[config.mk]
export PLATFORM = sky130hd
export DESIGN_NAME = qam16_rx_demod_flat
export DESIGN_NICKNAME = d
export VERILOG_FILES = /design/src/rtl/qam16_rx_demod_if.sv /design/src/rtl/qam16_rx_demod.sv /design/src/flat_wrapper.sv
export SDC_FILE = /design/constraint.sdc
export NUM_CORES = 1
export LEC_CHECK = 0
export ABC_AREA = 1
export CAP_MARGIN = 20
export CORE_UTILIZATION = 58
export CTS_CLUSTER_DIAMETER = 200
export DETAILED_ROUTE_END_ITERATION = 12
export PLACE_DENSITY = 0.9
export SKIP_LAST_GASP = 1
export SLEW_MARGIN = 20
export SYNTH_ARGS = -nofsm -noshare
export SYNTH_HDL_FRONTEND = slang
export SYNTH_SLANG_ARGS = --single-unit
[constraint.sdc]
create_clock -name clk -period 3.15 [get_ports clk]
set_input_delay 0.63 -clock clk [delete_from_list [all_inputs] [get_ports clk]]
set_output_delay 0.63 -clock clk [all_outputs]
set_load 0.01 [all_outputs]
[src/rtl/qam16_rx_demod_if.sv]
// Sample-in / byte-out bundle for qam16_rx_demod; slave is the demodulator side,
// master is the sample source and byte consumer.
interface qam16_rx_demod_if #(
  parameter int FIFO_DEPTH = 8
);
  localparam int LW = $clog2(FIFO_DEPTH) + 1;

  logic signed [15:0] din_i;
  logic signed [15:0] din_q;
  logic               din_valid;
  logic [7:0]         dout_byte;
  logic               dout_valid;
  logic               dout_ready;
  logic [LW-1:0]      fifo_level;
  logic               overflow;

  modport master (
    output din_i, din_q, din_valid, dout_ready,
    input  dout_byte, dout_valid, fifo_level, overflow
  );

  modport slave (
    input  din_i, din_q, din_valid, dout_ready,
    output dout_byte, dout_valid, fifo_level, overflow
  );
endinterface

[src/rtl/qam16_rx_demod.sv]
// QAM-16 hard-decision demod: decimate, slice, pack nibble pairs into a show-ahead byte FIFO.
// Last sample to dout_valid is 2 cycles; input never stalls, full FIFO drops bytes (sticky overflow); QAM16_RX_GRAY_EN selects Gray demap.
module qam16_rx_demod #(
  parameter int AMP        = 8192,
  parameter int SPS        = 1,
  parameter int PHASE      = 0,
  parameter int FIFO_DEPTH = 8
) (
  input  logic              clk,
  input  logic              reset,
  qam16_rx_demod_if.slave   bus
);
  localparam int AW = $clog2(FIFO_DEPTH);
  localparam int CW = (SPS > 1) ? $clog2(SPS) : 1;
  localparam logic [CW-1:0] PH_LAST = CW'(SPS - 1);
  localparam logic [CW-1:0] PH_SEL  = CW'(PHASE);
  localparam logic signed [17:0] THRESH = 18'(2 * AMP);
  localparam logic [AW:0] FULL_CNT = (AW + 1)'(FIFO_DEPTH);

  function automatic logic [1:0] level(input logic signed [15:0] x);
    logic signed [17:0] xs;
    xs = {{2{x[15]}}, x};
    if (xs < -THRESH)     return 2'd0;
    else if (xs < 18'sd0) return 2'd1;
    else if (xs < THRESH) return 2'd2;
    else                  return 2'd3;
  endfunction

  function automatic logic [1:0] demap(input logic [1:0] idx);
`ifdef QAM16_RX_GRAY_EN
    return {idx[1], idx[1] ^ idx[0]};
`else
    return idx;
`endif
  endfunction

  logic [CW-1:0] ph;
  logic          take;
  logic          sym_vld;
  logic [3:0]    sym_nib;
  logic          half;
  logic [3:0]    hi_nib;
  logic          push;
  logic [7:0]    push_dat;

  assign take = bus.din_valid && (ph == PH_SEL);

  always_ff @(posedge clk) begin
    if (reset) begin
      ph <= '0;
    end else if (bus.din_valid) begin
      ph <= (ph == PH_LAST) ? '0 : ph + 1'b1;
    end
  end

  always_ff @(posedge clk) begin
    if (reset) begin
      sym_vld <= 1'b0;
      sym_nib <= '0;
    end else begin
      sym_vld <= take;
      if (take) sym_nib <= {demap(level(bus.din_i)), demap(level(bus.din_q))};
    end
  end

  // half set means hi_nib holds the first nibble of the byte in progress
  always_ff @(posedge clk) begin
    if (reset) begin
      half   <= 1'b0;
      hi_nib <= '0;
    end else if (sym_vld) begin
      if (!half) hi_nib <= sym_nib;
      half <= !half;
    end
  end

  assign push     = sym_vld && half;
  assign push_dat = {hi_nib, sym_nib};

  logic [7:0]    mem [FIFO_DEPTH];
  logic [AW-1:0] wr_ptr;
  logic [AW-1:0] rd_ptr;
  logic [AW:0]   count;
  logic          ovf;
  logic          empty;
  logic          full;
  logic          pop;
  logic          push_ok;

  assign empty   = (count == '0);
  assign full    = (count == FULL_CNT);
  assign pop     = !empty && bus.dout_ready;
  // A pop in the same cycle frees the slot, so a push into a full FIFO still lands
  assign push_ok = push && (!full || pop);

  always_ff @(posedge clk) begin
    if (reset) begin
      wr_ptr <= '0;
      rd_ptr <= '0;
      count  <= '0;
      ovf    <= 1'b0;
    end else begin
      if (push_ok) wr_ptr <= wr_ptr + 1'b1;
      if (pop)     rd_ptr <= rd_ptr + 1'b1;
      if (push_ok && !pop)      count <= count + 1'b1;
      else if (!push_ok && pop) count <= count - 1'b1;
      if (push && !push_ok) ovf <= 1'b1;
    end
  end

  always_ff @(posedge clk) begin
    if (push_ok && !reset) mem[wr_ptr] <= push_dat;
  end

  assign bus.dout_valid = !empty;
  assign bus.dout_byte  = empty ? 8'h00 : mem[rd_ptr];
  assign bus.fifo_level = count;
  assign bus.overflow   = ovf;
endmodule

[src/flat_wrapper.sv]
// flat-port wrapper written by rule: the top's interface ports become plain ports
module qam16_rx_demod_flat 
#(
  parameter int AMP        = 8192,
  parameter int SPS        = 1,
  parameter int PHASE      = 0,
  parameter int FIFO_DEPTH = 8
)
  (clk, reset, bus_din_i, bus_din_q, bus_din_valid, bus_dout_ready, bus_dout_byte, bus_dout_valid, bus_fifo_level, bus_overflow);
  qam16_rx_demod_if #(.FIFO_DEPTH(FIFO_DEPTH)) bus_i ();
  input  logic clk;
  input  logic reset;
  input wire logic [$bits(bus_i.din_i)-1:0] bus_din_i;
  input wire logic [$bits(bus_i.din_q)-1:0] bus_din_q;
  input wire logic [$bits(bus_i.din_valid)-1:0] bus_din_valid;
  input wire logic [$bits(bus_i.dout_ready)-1:0] bus_dout_ready;
  output wire logic [$bits(bus_i.dout_byte)-1:0] bus_dout_byte;
  output wire logic [$bits(bus_i.dout_valid)-1:0] bus_dout_valid;
  output wire logic [$bits(bus_i.fifo_level)-1:0] bus_fifo_level;
  output wire logic [$bits(bus_i.overflow)-1:0] bus_overflow;
  assign bus_i.din_i = bus_din_i;
  assign bus_i.din_q = bus_din_q;
  assign bus_i.din_valid = bus_din_valid;
  assign bus_i.dout_ready = bus_dout_ready;
  assign bus_dout_byte = bus_i.dout_byte;
  assign bus_dout_valid = bus_i.dout_valid;
  assign bus_fifo_level = bus_i.fifo_level;
  assign bus_overflow = bus_i.overflow;
  qam16_rx_demod #(.AMP(AMP), .SPS(SPS), .PHASE(PHASE), .FIFO_DEPTH(FIFO_DEPTH)) u_core (.clk(clk), .reset(reset), .bus(bus_i));
endmodule
==> results of run 1 <==
power breakdown:
group / leakage, uW / switching (uW) / total (uW) / internal (uW)
Sequential: 0.000792 / 72.2 / 1360 / 1290
Combinational: 0.000819 / 521 / 896 / 375
Clock: 0.0000778 / 361 / 643 / 282
cell families after synthesis:
logic type	count (synthesis)	synth area share (%)
xor gates and xnor gates	5	1.19
adders and majority gates	6	2.25
buffers and inverters	47	5.45
and+or+nand+nor	178	19.4
AOI/OAI and AO/OA	46	6.27
DFF	88	65.4
sequential cells by signal (all words and copies together), names as in the netlist, named ones only:
name	flops
u_core.sym_nib	4
u_core.sym_vld	1
u_core.hi_nib	4
u_core.rd_ptr	3
u_core.wr_ptr	3
u_core.bus.overflow	1
u_core.half	1
u_core.mem	64
u_core.bus.fifo_level	4
tightest hold or removal path: cells and delay by family (launching register included):
kind,cells,cell delay [ps]
AOI/OAI and AO/OA,1,60
DFF,1,320
and+or+nand+nor,1,60
metal layers:
layer / GRT usage [%] / routed length [um] / up-vias
met4: 14.3 / 177 / 0
li1: - / - / 1282
met1: 30.8 / 3070 / 1264
met3: 5.11 / 506 / 21
met2: 43.6 / 3970 / 122
met5: 0 / 0 / -
area by class of cell:
cell class | instances | area, um2
multi-input cells | 235 | 1070
fillers | 433 | 1870
flip-flops and latches | 88 | 2400
inverters | 35 | 131
clock buffers | 12 | 135
repair buffers | 33 | 300
clock inverters | 4 | 21.3
well taps | 75 | 93.8
metrics by stage:
stage | area, um2 | hold WS (ps)
after CTS | 4150 | 487
after global placement | 4000 | 462
after floorplan | 3670 | 458
after detailed placement | 4000 | 476
final | 4150 | 491
after global routing | 4150 | 514
worst max-delay path by stage:
stage,startpoint,to,slack [ps],cells after the start
after floorplan,bus_dout_ready,u_core.bus.fifo_level[3]$_SDFFE_PP0P_,1080,13
after global placement,bus_dout_ready,u_core.bus.fifo_level[3]$_SDFFE_PP0P_,340,15
after detailed placement,bus_dout_ready,u_core.bus.fifo_level[3]$_SDFFE_PP0P_,210,15
after CTS,register,bus_dout_byte[1],290,6
after global routing,register,bus_dout_byte[4],160,6
final,register,bus_dout_byte[1],280,6
layout by cell type (no fill, tap or decap), types with 2 or more instances in the layout:
master,Yosys,layout
clkbuf_8,0,9
nand3_1,26,26
a21oi_1,10,10
xor2_1,4,4
buf_4,4,12
ha_1,5,5
inv_1,34,34
dfxtp_1,24,24
o21ai_0,35,35
edfxtp_1,64,64
nand2_1,72,72
clkinv_2,0,2
nor2_1,77,77
clkdlybuf4s50_1,0,21
clkbuf_1,1,3
==> summary.md, run 1 <==
| Metric | Value |
|---|---|
| Unique masters post-synth | 21 |
| Share of flip-flops with an asynchronous set or reset | 0% |
| FMAX | 348 MHz |
| Total power | 2900 uW |
| FF-to-FF setup slack | 760 ps |
| DR WL/cell | 16.0 um |
| CP max stage delay | 550 ps |
| Layout net count | 444 |
| Initial antenna violation count | 0 |
| Origin of the critical flop-to-flop path | u_core.bus.fifo_level[0]$_SDFFE_PP0P_ |
| Drt initial violations | 218 |
| Max-cap violation count | 0 |
| Initial DRT Pass Iterations | 5 |
| Die ar. | 6650 um2 |
| Ys Warns | 0 |
| Non-Filler Instances | 482 |
| Critical Path Start Type | register |
| Gr usage total | 25.7% |
| Commonest cells post-synth | nor2_1, nand2_1, edfxtp_1, o21ai_0, inv_1 |
| CP Class | register to primary output |
| VDD IR max | 368 uV |
| Largest net degree at the start of global routing | 33 |
| Crit Path Max Fanout | 16 |
| Global placer's final weighted congestion | 0.821 |
| CTS tree | yes |
| Gates resized, CTS repair | 0 |
| Critical path's top delay family | buffers and inverters |
| Layout cells sized above 1 | 6.39% |
| Die Wd | 81.6 um |
| Req. time, crit path | 2520 ps |
| Status | finished clean |
| Worst-skew pair later-pin latency | 350 ps |
| CTS max path bufs | 2 |
| DP HPWL | 5.15 mm |
| P&R area growth vs syn | 13.1% |
| Critical path capture point type | primary output |
| Hold WC Path Type | register to register |
| Final period utilization | 91.2% |
| Max Slew Vio Count | 0 |
| Cell taking the most area after synthesis | edfxtp_1 |
| Final core occ | 68.9% |
| Hold EP | u_core.rd_ptr[1]$_SDFFE_PP0N_ |
| Setup violations, final | 0 |
| Syn Area/Cell | 9.92 um2 |
| Hold path cells | 2 |
| Antenna Nets Post-Route | 0 |
| Setup TNS | 0 ps |
| Buffers and inverters on the worst path | 2 |
| Ports | 50 |
| PD cells | 699 nW/um2 |
| Hold_buf cts | 0 |
| Starting Density | 60.9% |
| Root Driver | clkbuf_8 |
| DRC | 0 |
| Global-route wire length before repair | 12.2 mm |
| Origin of the worst min-delay path | u_core.rd_ptr[1]$_SDFFE_PP0N_ |
| Synth Register Bits | 88 |
| Skew final | 7.88 ps |
| Dpl ws | 210 ps |
| Final period demand of the worst path | 2870 ps |
| Worst path slowest cell | clkdlybuf4s50_1 |
| Cell Chain, Critical Path | inv_1, o21ai_0, nor2_1, nor2_1, nor2_1, clkdlybuf4s50_1 |
| Final critical-path setup slack | 278 ps |
| Via count | 2689 |
| Synthesized net count | 412 |
| H-tree lvl count | 3 |
| ANT cells | 0 |
| DRT Wirelength | 7.72 mm |
| Total CTS buffers | 9 |
| Postcts setup bufs | 0 |
| Clk sinks | 88 |
| Most frequent cell after synthesis | nor2_1 |
| DP Cell Count | 466 |
| Post-synthesis sequential area ratio | 65.4% |
| Relative slew margins | 63.0% |
| Reg clk slew, reported paths | 70 ps |
| Top area cells in the synthesized netlist | edfxtp_1, dfxtp_1, nor2_1, nand2_1, o21ai_0 |
| Synthesized instance count | 370 |
| Rows | 28 |
| Cell area after synthesis | 3670 um2 |
| Core Area | 6030 um2 |
| EDFF count, synth | 64 |
| Actual slew at the worst max-slew pin | 555 ps |
| Number of global-route vias before repair | 2608 |
| Top FF cell, synth | edfxtp_1 |
| RSZ-0062 raised after global routing | false |
| R2R depth | 13 |
| Top-area cell type share of the netlist area | 52.4% |
| Via/cell ratio | 5.58 |
| I/O Buffers | 21 |
| Leak | 0.00169 uW |
| Data arrival, critical path | 2240 ps |
| Total grt overflow | 0 |
| Final hold vios | 0 |
| Chip height | 81.6 um |
| Reg2reg end | u_core.bus.fifo_level[3]$_SDFFE_PP0P_ |
| Cell repeated most along the worst path | nor2_1 |
Power figures use the tool's default switching activity.
==> run 2, diff against run 1 <==
--- a/config.mk
+++ b/config.mk
@@ -5,11 +5,12 @@
 export SDC_FILE = /design/constraint.sdc
 export NUM_CORES = 1
 export LEC_CHECK = 0
-export ABC_AREA = 1
 export CAP_MARGIN = 20
 export CORE_UTILIZATION = 58
 export CTS_CLUSTER_DIAMETER = 200
 export DETAILED_ROUTE_END_ITERATION = 12
+export GPL_ROUTABILITY_DRIVEN = 0
+export MAX_ROUTING_LAYER = met4
 export PLACE_DENSITY = 0.9
 export SKIP_LAST_GASP = 1
 export SLEW_MARGIN = 20
==> summary.md, run 2 <==
| Metric | Value |
|---|---|
| Status | finished clean |
| Synth Register Bits | 88 (unchanged) |
| Top reg by flops | u_core.mem |
| Postcts setup bufs | 0 (unchanged) |
| Worst-skew pair later-pin latency | 340 ps (about the same) |
| Routed wl met2 | 2.99 mm (-25%) |
| Final period utilization | 90.2% (-0.95 points) |
| Req. time, crit path | 2520 ps (about the same) |
| Uppermost layer routed | met4 |
| Reg2reg end | u_core.bus.fifo_level[3]$_SDFFE_PP0P_ |
| Top-area cell type share of the netlist area | 55.1% (+2.7 points) |
| ANT cells | 0 (unchanged) |
| Number of global-route vias before repair | 1868 (-28%) |
| Syn Area/Cell | 16.1 um2 (+63%) |
| Reg clk slew, reported paths | 80 ps (about the same) |
| Unique masters post-synth | 34 (+62%) |
| Most frequent cell after synthesis | edfxtp_1 |
| Commonest cells post-synth | edfxtp_1, nor2_1, dfxtp_1, mux2i_1, mux4_2 |
| Ys Warns | 0 (unchanged) |
| P_int | 2180 uW (+12%) |
| Die ar. | 6330 um2 (-4.9%) |
| Cell Chain, Critical Path | buf_4, mux4_2, mux2i_1, nor2_1, clkdlybuf4s50_1 |
| Initial DRT Pass Iterations | 4 (-1) |
| Layout net count | 296 (-33%) |
| Cell taking the most area after synthesis | edfxtp_1 |
| Max Slew Vio Count | 0 (unchanged) |
| Max reg flops | 64 (unchanged) |
| Setup TNS | 0 ps (unchanged) |
| Actual slew at the worst max-slew pin | 554 ps (-0.445 ps) |
| PD cells | 750 nW/um2 (+7.3%) |
| CP Class | register to primary output |
| Rows | 27 (-3.6%) |
| Global-route wire length before repair | 9.37 mm (-23%) |
| Drt initial violations | 88 (-60%) |
| Total grt overflow | 0 (unchanged) |
| Hold_buf cts | 0 (unchanged) |
| Fill cells | 352 (-19%) |
| Ports | 50 (unchanged) |
| NetSw | 860 uW (-9.8%) |
| DP HPWL | 3.93 mm (-24%) |
| H-tree lvl count | 3 (unchanged) |
| Critical Path Start Type | register |
| Via/cell ratio | 5.55 (-0.47%) |
| Levels on crit path | 5 (-1) |
| Hold WC Path Type | register to register |
| R2R depth | 10 (-3) |
| RSZ-0062 raised after global routing | false |
| Top FF cell, synth | edfxtp_1 |
| Core Area | 5640 um2 (-6.4%) |
| DR WL/cell | 17.7 um (+11%) |
| Post-synthesis sequential area ratio | 68.9% (+3.4 points) |
| Flop pwr share | 44.4% (-2.6 points) |
| Max-cap violation count | 0 (unchanged) |
| Data arrival, critical path | 2210 ps (-30 ps) |
| Starting Density | 61.8% (+0.91 points) |
| Final period demand of the worst path | 2840 ps (-30.0 ps) |
| Die Wd | 79.6 um (-2.5%) |
| Setup violations, final | 0 (unchanged) |
| Final hold vios | 0 (unchanged) |
| CTS tree | yes |
| DRT Wirelength | 5.87 mm (-24%) |
| CTS max path bufs | 2 (unchanged) |
| Relative slew margins | 63.0% (about the same) |
| Clk sinks | 88 (unchanged) |
| EDFF count, synth | 64 (unchanged) |
| Crit Path Max Fanout | 16 (unchanged) |
| Met3 wire len | 176 um (-65%) |
| Worst path slowest cell | mux4_2 |
| Switching Share | 28.3% (-4.6 points) |
| P&R area growth vs syn | 16.4% |
| Layout cells sized above 1 | 20.5% (+14 points) |
| Cell area after synthesis | 3490 um2 (-5.0%) |
| Gr usage total | 22.1% (-3.7 points) |
| Critical path capture point type | primary output |
| I/O Buffers | 21 (unchanged) |
| Root Driver | clkbuf_8 |
| Clk network pwr share | 24.5% (+2.3 points) |
| Synthesized net count | 258 (-37%) |
| Leak | 0.00138 uW (-18%) |
| Skew final | 7.58 ps (-0.296 ps) |
| Setup crit end | bus_dout_byte[0] |
| Gate power share | 31.1% (+0.2 points) |
| Chip height | 79.6 um (-2.5%) |
| Origin of the critical flop-to-flop path | u_core.bus.fifo_level[0]$_SDFFE_PP0P_ |
| Initial antenna violation count | 0 (unchanged) |
| Critical path's top delay family | buffers and inverters |
| Synthesized instance count | 216 (-42%) |
| Hold Slack | 482 ps (-9.03 ps) |
| Most frequent cells in the layout | edfxtp_1, nor2_1, dfxtp_1 |
| CP max stage delay | 560 ps (about the same) |
| DRC | 0 (unchanged) |
| Met1 WL | 2.56 mm (-17%) |
| Top area cells in the synthesized netlist | edfxtp_1, dfxtp_1, mux4_2, mux2i_1, nor2_1 |
| Buffers and inverters on the worst path | 2 (unchanged) |
| Share of flip-flops with an asynchronous set or reset | 0% (unchanged) |
| Antenna Nets Post-Route | 0 (unchanged) |
| FMAX | 352 MHz (+1.1%) |
| Gates resized, CTS repair | 0 (unchanged) |
| Total CTS buffers | 9 (unchanged) |
| Largest net degree at the start of global routing | 17 (-48%) |
| Via count | 1838 (-32%) |
| FF-to-FF setup slack | 450 ps (-310 ps) |
| Most common cell after layout, fill and taps aside | edfxtp_1 |
| VDD IR max | 561 uV (+52%) |
run 2: changes by cell type in the layout (fill, tap and decap cells not counted), moves of 5 or more:
cell	change
o21ai_0	-35
nor2_1	-43
mux2i_1	+16
nand3_1	-23
buf_4	+5
a21oi_1	-6
nand2_1	-66
inv_1	-30
mux4_2	+16
run 2: cells by family (layout without fill, tap and decap cells):
family	count (synthesis)	after routing	synth area share, %
AOI/OAI and AO/OA	10	10	2.33
xor gates and xnor gates	5	5	1.26
adders and majority gates	6	6	2.37
buffers and inverters	16	59	1.90
DFF	88	88	68.9
muxes	34	34	15.7
and+or+nand+nor	57	57	7.60
run 2: worst min-delay path by stage:
stage / start / to / slack, ps / cells past startpoint
3_3_place_gp: u_core.bus.overflow$_SDFFE_PP0P_ / u_core.bus.overflow$_SDFFE_PP0P_ / 460 / 2
4_1_cts: u_core.bus.overflow$_SDFFE_PP0P_ / u_core.bus.overflow$_SDFFE_PP0P_ / 490 / 2
6_report: u_core.bus.overflow$_SDFFE_PP0P_ / u_core.bus.overflow$_SDFFE_PP0P_ / 480 / 2
2_1_floorplan: u_core.rd_ptr[1]$_SDFFE_PP0N_ / register / 450 / 2
5_1_grt: u_core.bus.overflow$_SDFFE_PP0P_ / u_core.bus.overflow$_SDFFE_PP0P_ / 510 / 2
3_5_place_dp: u_core.bus.overflow$_SDFFE_PP0P_ / u_core.bus.overflow$_SDFFE_PP0P_ / 470 / 2
run 2: routing by layer:
layer | track usage (%) | vias to the layer above
met3 | 4.91 | 10
met4 | 11.6 | 0
met2 | 36.2 | 32
li1 | - | 890
met1 | 25.4 | 906
met5 | - | -
run 2: through the flow:
step                worst slack, ps  util (%)  area (um2)  total power [uW]  instances
floorplan                       529         -        3490              1960        216
global placement                144      68.6        3870              2310        315
global route                    126      72.0        4060              3190        331
detailed placement             96.1      68.6        3870              2330        315
finish                          308      72.0        4060              3040        331
CTS                             268      72.0        4060              3060        331
run 2: power by group through the flow:
stage	logic [uW]	registers [uW]	clock network, uW
after global placement	932	1380	0
after global routing	1030	1360	800
final	947	1350	745
after floorplan	588	1370	0
after detailed placement	956	1380	0
after CTS	958	1350	752
run 2: worst min-delay path, stage by stage (launching register included):
cell and delay [ps]:
dfxtp_1 340, a31oi_1 40, nor2_1 70
run 2: area by class of cell:
cell class / count / area [um2] / area share, %
Clock buffer: 13 / 149 / 3.67
Inverter: 5 / 18.8 / 0.462
Multi-Input combinational cell: 112 / 1020 / 25.1
Tap cell: 72 / 90.1 / 2.22
Clock inverter: 3 / 42.5 / 1.05
Sequential cell: 88 / 2400 / 59.2
Timing Repair Buffer: 38 / 338 / 8.32
==> run 3, diff against run 2 <==
--- a/config.mk
+++ b/config.mk
@@ -6,12 +6,13 @@
 export NUM_CORES = 1
 export LEC_CHECK = 0
 export CAP_MARGIN = 20
-export CORE_UTILIZATION = 58
+export CORE_UTILIZATION = 25
 export CTS_CLUSTER_DIAMETER = 200
+export CTS_CLUSTER_SIZE = 20
 export DETAILED_ROUTE_END_ITERATION = 12
 export GPL_ROUTABILITY_DRIVEN = 0
 export MAX_ROUTING_LAYER = met4
-export PLACE_DENSITY = 0.9
+export PLACE_DENSITY = 0.49
 export SKIP_LAST_GASP = 1
 export SLEW_MARGIN = 20
 export SYNTH_ARGS = -nofsm -noshare
==> summary.md, run 3 (synthesis results as in run 2) <==
| Metric | Value |
|---|---|
| Status | finished clean |
| CTS tree | yes |
| Chip height | 120 um (+51%) |
| Starting Density | 26.0% (-36 points) |
| Ports | 50 (unchanged) |
| DP HPWL | 4.30 mm (+9.4%) |
| Dpl ws | 105 ps (+8.59 ps) |
| Max reg flops | 64 (unchanged) |
| H-tree lvl count | 3 (unchanged) |
| CTS max path bufs | 2 (unchanged) |
| CP Class | register to primary output |
| Antenna Nets Post-Route | 0 (unchanged) |
| Core Area | 13400 um2 (+140%) |
| Most frequent cells in the layout | edfxtp_1, nor2_1, dfxtp_1 |
| Layout cells sized above 1 | 19.8% (-0.62 points) |
| RSZ-0062 raised after global routing | false |
| DRT Wirelength | 6.48 mm (+10%) |
| Final period utilization | 90.9% (+0.63 points) |
| Total power | 3290 uW (+8.1%) |
| Drt initial violations | 112 (+27%) |
| DR WL/cell | 15.0 um (-16%) |
| Skew final | 7.23 ps (-0.354 ps) |
| Critical Path Start Type | register |
| Total CTS buffers | 9 (unchanged) |
| Hold_buf cts | 0 (unchanged) |
| Gates resized, CTS repair | 0 (unchanged) |
| Crit Path Max Fanout | 10 (-6) |
| Number of global-route vias before repair | 1815 (-2.8%) |
| DP Cell Count | 417 (+32%) |
| Global-route wire length before repair | 10.2 mm (+9.3%) |
| Via count | 1833 (-0.27%) |
| Gr usage total | 10.1% (-12 points) |
| Root Driver | clkbuf_16 |
| Max-cap violation count | 0 (unchanged) |
| Die ar. | 14400 um2 (+130%) |
| Fill cells | 1318 (+270%) |
| Relative slew margins | 60.7% (-2.2 points) |
| Actual slew at the worst max-slew pin | 588 ps (+33.7 ps) |
| Final critical-path setup slack | 288 ps (-19.9 ps) |
| FMAX | 349 MHz (-0.70%) |
| Worst-skew pair later-pin latency | 330 ps (about the same) |
| Total grt overflow | 0 (unchanged) |
| Layout net count | 294 (-0.68%) |
| Max Slew Vio Count | 0 (unchanged) |
| Most common cell after layout, fill and taps aside | edfxtp_1 |
| Non-Filler Instances | 433 (+31%) |
| Req. time, crit path | 2520 ps (about the same) |
| Top reg by flops | u_core.mem |
| Data arrival, critical path | 2230 ps (+20 ps) |
| Via/cell ratio | 4.23 (-24%) |
| Final period demand of the worst path | 2860 ps (+19.9 ps) |
| I/O Buffers | 21 (unchanged) |
| Clk sinks | 88 (unchanged) |
| Postcts setup bufs | 0 (unchanged) |
| Die Wd | 120 um (+51%) |
| Reg clk slew, reported paths | 60 ps (-20 ps) |
| Setup violations, final | 0 (unchanged) |
| Rows | 42 (+56%) |
| Critical path capture point type | primary output |
| Final core occ | 31.8% (-40 points) |
| DRC | 0 (unchanged) |
| Largest net degree at the start of global routing | 17 (unchanged) |
| PD cells | 772 nW/um2 (+3.0%) |
| Initial antenna violation count | 0 (unchanged) |
| Initial DRT Pass Iterations | 4 (unchanged) |
| VDD IR max | 260 uV (-54%) |
| Final hold vios | 0 (unchanged) |
| Setup TNS | 0 ps (unchanged) |
| P&R area growth vs syn | 22.2% |
| Leak | 0.00140 uW (+1.8%) |
| Hold WC Path Type | register to register |
| ANT cells | 0 (unchanged) |
-- run 3: metrics by stage --
| stage | area (um2) | hold WS (ps) |
|---|---|---|
| 2_1_floorplan | 3490 | 454 |
| 3_3_place_gp | 4000 | 473 |
| 3_5_place_dp | 4000 | 480 |
| 4_1_cts | 4260 | 489 |
| 5_1_grt | 4260 | 505 |
| 6_report | 4260 | 484 |
-- run 3: cell type report --
cell class	count	area, um2	area share, %
flip-flops and latches	88	2400	56.4
multi-input cells	112	1020	23.9
repair buffers	36	335	7.87
clock buffers	11	233	5.46
well taps	176	220	5.17
clock inverters	5	33.8	0.792
inverters	5	18.8	0.440
-- run 3: worst max-delay path, cell delays in order (launching register included) --
cell	delay, ps
dfxtp_1	670
buf_4	250
mux4_2	310
mux2i_1	140
nor2_1	50
clkdlybuf4s50_1	470
-- run 3: worst paths after layout --
check	end	slack (ps)	startpoint	depth (start not counted)
max reg2reg	u_core.bus.fifo_level[3]$_SDFFE_PP0P_	520	u_core.bus.fifo_level[0]$_SDFFE_PP0P_	10
min reg2reg	register	480	u_core.rd_ptr[1]$_SDFFE_PP0N_	2
min	register	480	u_core.rd_ptr[1]$_SDFFE_PP0N_	2
max	bus_dout_byte[5]	290	register	5
-- run 3: power breakdown --
part	internal [uW]	switching, uW	leakage (uW)
clock network	533	422	0.000129
logic	528	444	0.000489
registers	1290	75.4	0.000785
total	2350	941	0.00140
-- run 3: metal layers --
metal  global-route usage, %  vias to the layer above  wire length (um)
li1                        -                      887                 -
met1                    13.0                      915              3070
met2                    14.7                       20              3140
met3                    2.14                       11               118
met4                    5.63                        0               150
met5                       -                        -                 0
==> RTL change, RTL diff (settings of run 1) <==
The option `QAM16_RX_GRAY_EN` is turned on by a define.
--- a/src/rtl/qam16_rx_demod.sv
+++ b/src/rtl/qam16_rx_demod.sv
@@ -1,5 +1,7 @@
 // QAM-16 hard-decision demod: decimate, slice, pack nibble pairs into a show-ahead byte FIFO.
 // Last sample to dout_valid is 2 cycles; input never stalls, full FIFO drops bytes (sticky overflow); QAM16_RX_GRAY_EN selects Gray demap.
+`define QAM16_RX_GRAY_EN
+
 module qam16_rx_demod #(
   parameter int AMP        = 8192,
   parameter int SPS        = 1,
Behaviour: not the same (a bounded check fails within 4 cycles, from zero or initial values and one cycle with reset high).
==> RTL change against run 1 <==
Cell area increased by 1.3%. Sequential share of layout area decreased by 0.72 points. Routed wire length decreased by 3.7%. Utilization increased by 0.87 points. Power increased by 7.0%. Sequential cell count unchanged. Synthesized cell count increased by 1.1%. Worst setup slack got worse by 0.062 ns. Synthesized area increased by 0.72%. Count of clock-buffer cells in the layout decreased by 2. Critical endpoint is now bus_dout_byte[2].
==> RTL change: results (changes against run 1) <==
metric	value	unit	change
Crit path max-delay family	buffers and inverters		unchanged
reg2reg setup slack	0.73	ns	was 0.76 ns
status	completed		unchanged
Final #Nets	450		was 444
first-pass GRT wire length	11900	um	was 12200 um
Lkg Pwr	0.00173	uW	was 0.00169 uW
hold slack	0.480	ns	was 0.491 ns
slowest CP cell	clkdlybuf4s50_1		unchanged
Vias	2611		was 2689
met3 WL	469	um	was 506 um
worst r2r path cells	12		was 13
Synth Net Count	418		was 412
grt met2 use	0.412		was 0.436
worst min-delay path startpoint	u_core.bus.overflow		was u_core.rd_ptr[1]
largest cells by area after synthesis	edfxtp_1, dfxtp_1, nor2_1		unchanged
drt initial violations	220		was 218
synth cell count leaders	nor2_1, nand2_1, edfxtp_1		unchanged
layout cells sized above 1	0.0754		was 0.0639
number of fill cells	414		was 433
worst min-delay path class	register to register		unchanged
TritonRoute pass-1 iters	4		was 5
met3 usage	0.0400		was 0.0511
Clock Skew	0.00691	ns	was 0.00788 ns
worst-path maximum fanout	16		unchanged
wl on met1	3030	um	was 3070 um
Area after DPL	0.00403	mm^2	was 0.00400 mm^2
Seq/Total Area, Yosys	0.650		was 0.654
final WL	7440	um	was 7720 um
Met2 Routed Length	3730	um	was 3970 um
Slew @ Worst Pin	0.655	ns	was 0.555 ns
all-layer global routing usage	0.246		was 0.257
max incr delay on CP	0.56	ns	
GRT met1 Usage	0.292		was 0.308
dpl hpwl	4870	um	was 5150 um
Distinct cells, synth	17		was 21
Final GP Congestion	0.828		was 0.821
WHS Endpoint	u_core.bus.overflow		was u_core.rd_ptr[1]
peak supply drop	0.743	mV	was 0.368 mV
CP arrival	2.30	ns	was 2.24 ns
max reg flops	64		unchanged
==> RTL change: cell count changes after synthesis, moves of 2 or more <==
| cell | before | now |
|---|---|---|
| clkbuf_1 | 1 | 3 |
| ha_1 | 5 | 7 |
| nor2_1 | 77 | 79 |
| nor3_1 | 1 | 3 |
| o21ai_0 | 35 | 33 |
==> RTL change: area by class of cell <==
type	count	area (um^2)	area share
multi-input combinational	238	1090	0.260
clock buffer	10	149	0.0354
timing repair buffer	33	300	0.0714
tap	75	93.8	0.0223
inverter	36	135	0.0321
sequential	88	2400	0.571
clock inverter	6	31.3	0.00744
==> RTL change: worst max path at each step <==
stage | slack [ns] | to | start
detailed placement | 0.29 | u_core.bus.fifo_level[3] | bus_dout_ready
floorplan | 1.04 | u_core.bus.fifo_level[3] | bus_dout_ready
finish | 0.22 | bus_dout_byte[2] | register
global route | 0.09 | bus_dout_byte[7] | register
global placement | 0.35 | u_core.bus.fifo_level[3] | bus_dout_ready
CTS | 0.23 | bus_dout_byte[1] | register
==> RTL change: logic make-up (layout without fill, tap and decap cells) <==
kind of cell | Yosys count | count (layout) | synth area share
adder cells (fa/ha/maj) | 8 | 8 | 0.0291
AO/OA/AOI/OAI | 43 | 43 | 0.0582
buffers and inverters | 48 | 85 | 0.0545
AND/OR/NAND/NOR | 183 | 183 | 0.199
XOR/XNOR | 4 | 4 | 0.00947
flip-flops | 88 | 88 | 0.650
==> RTL change: through the flow <==
stage	cells	utilization	worst slack, ns	total power (uW)
floorplan	374	-	1.04	2020
global placement	470	0.668	0.347	2380
detailed placement	470	0.668	0.286	2430
CTS	486	0.698	0.230	3120
global route	486	0.698	0.0907	3300
finish	486	0.698	0.215	3110
==> RTL change: power by group <==
group	switching, uW	internal [uW]
Sequential	81.5	1300
Clock	372	328
Combinational	592	438
Total	1040	2060
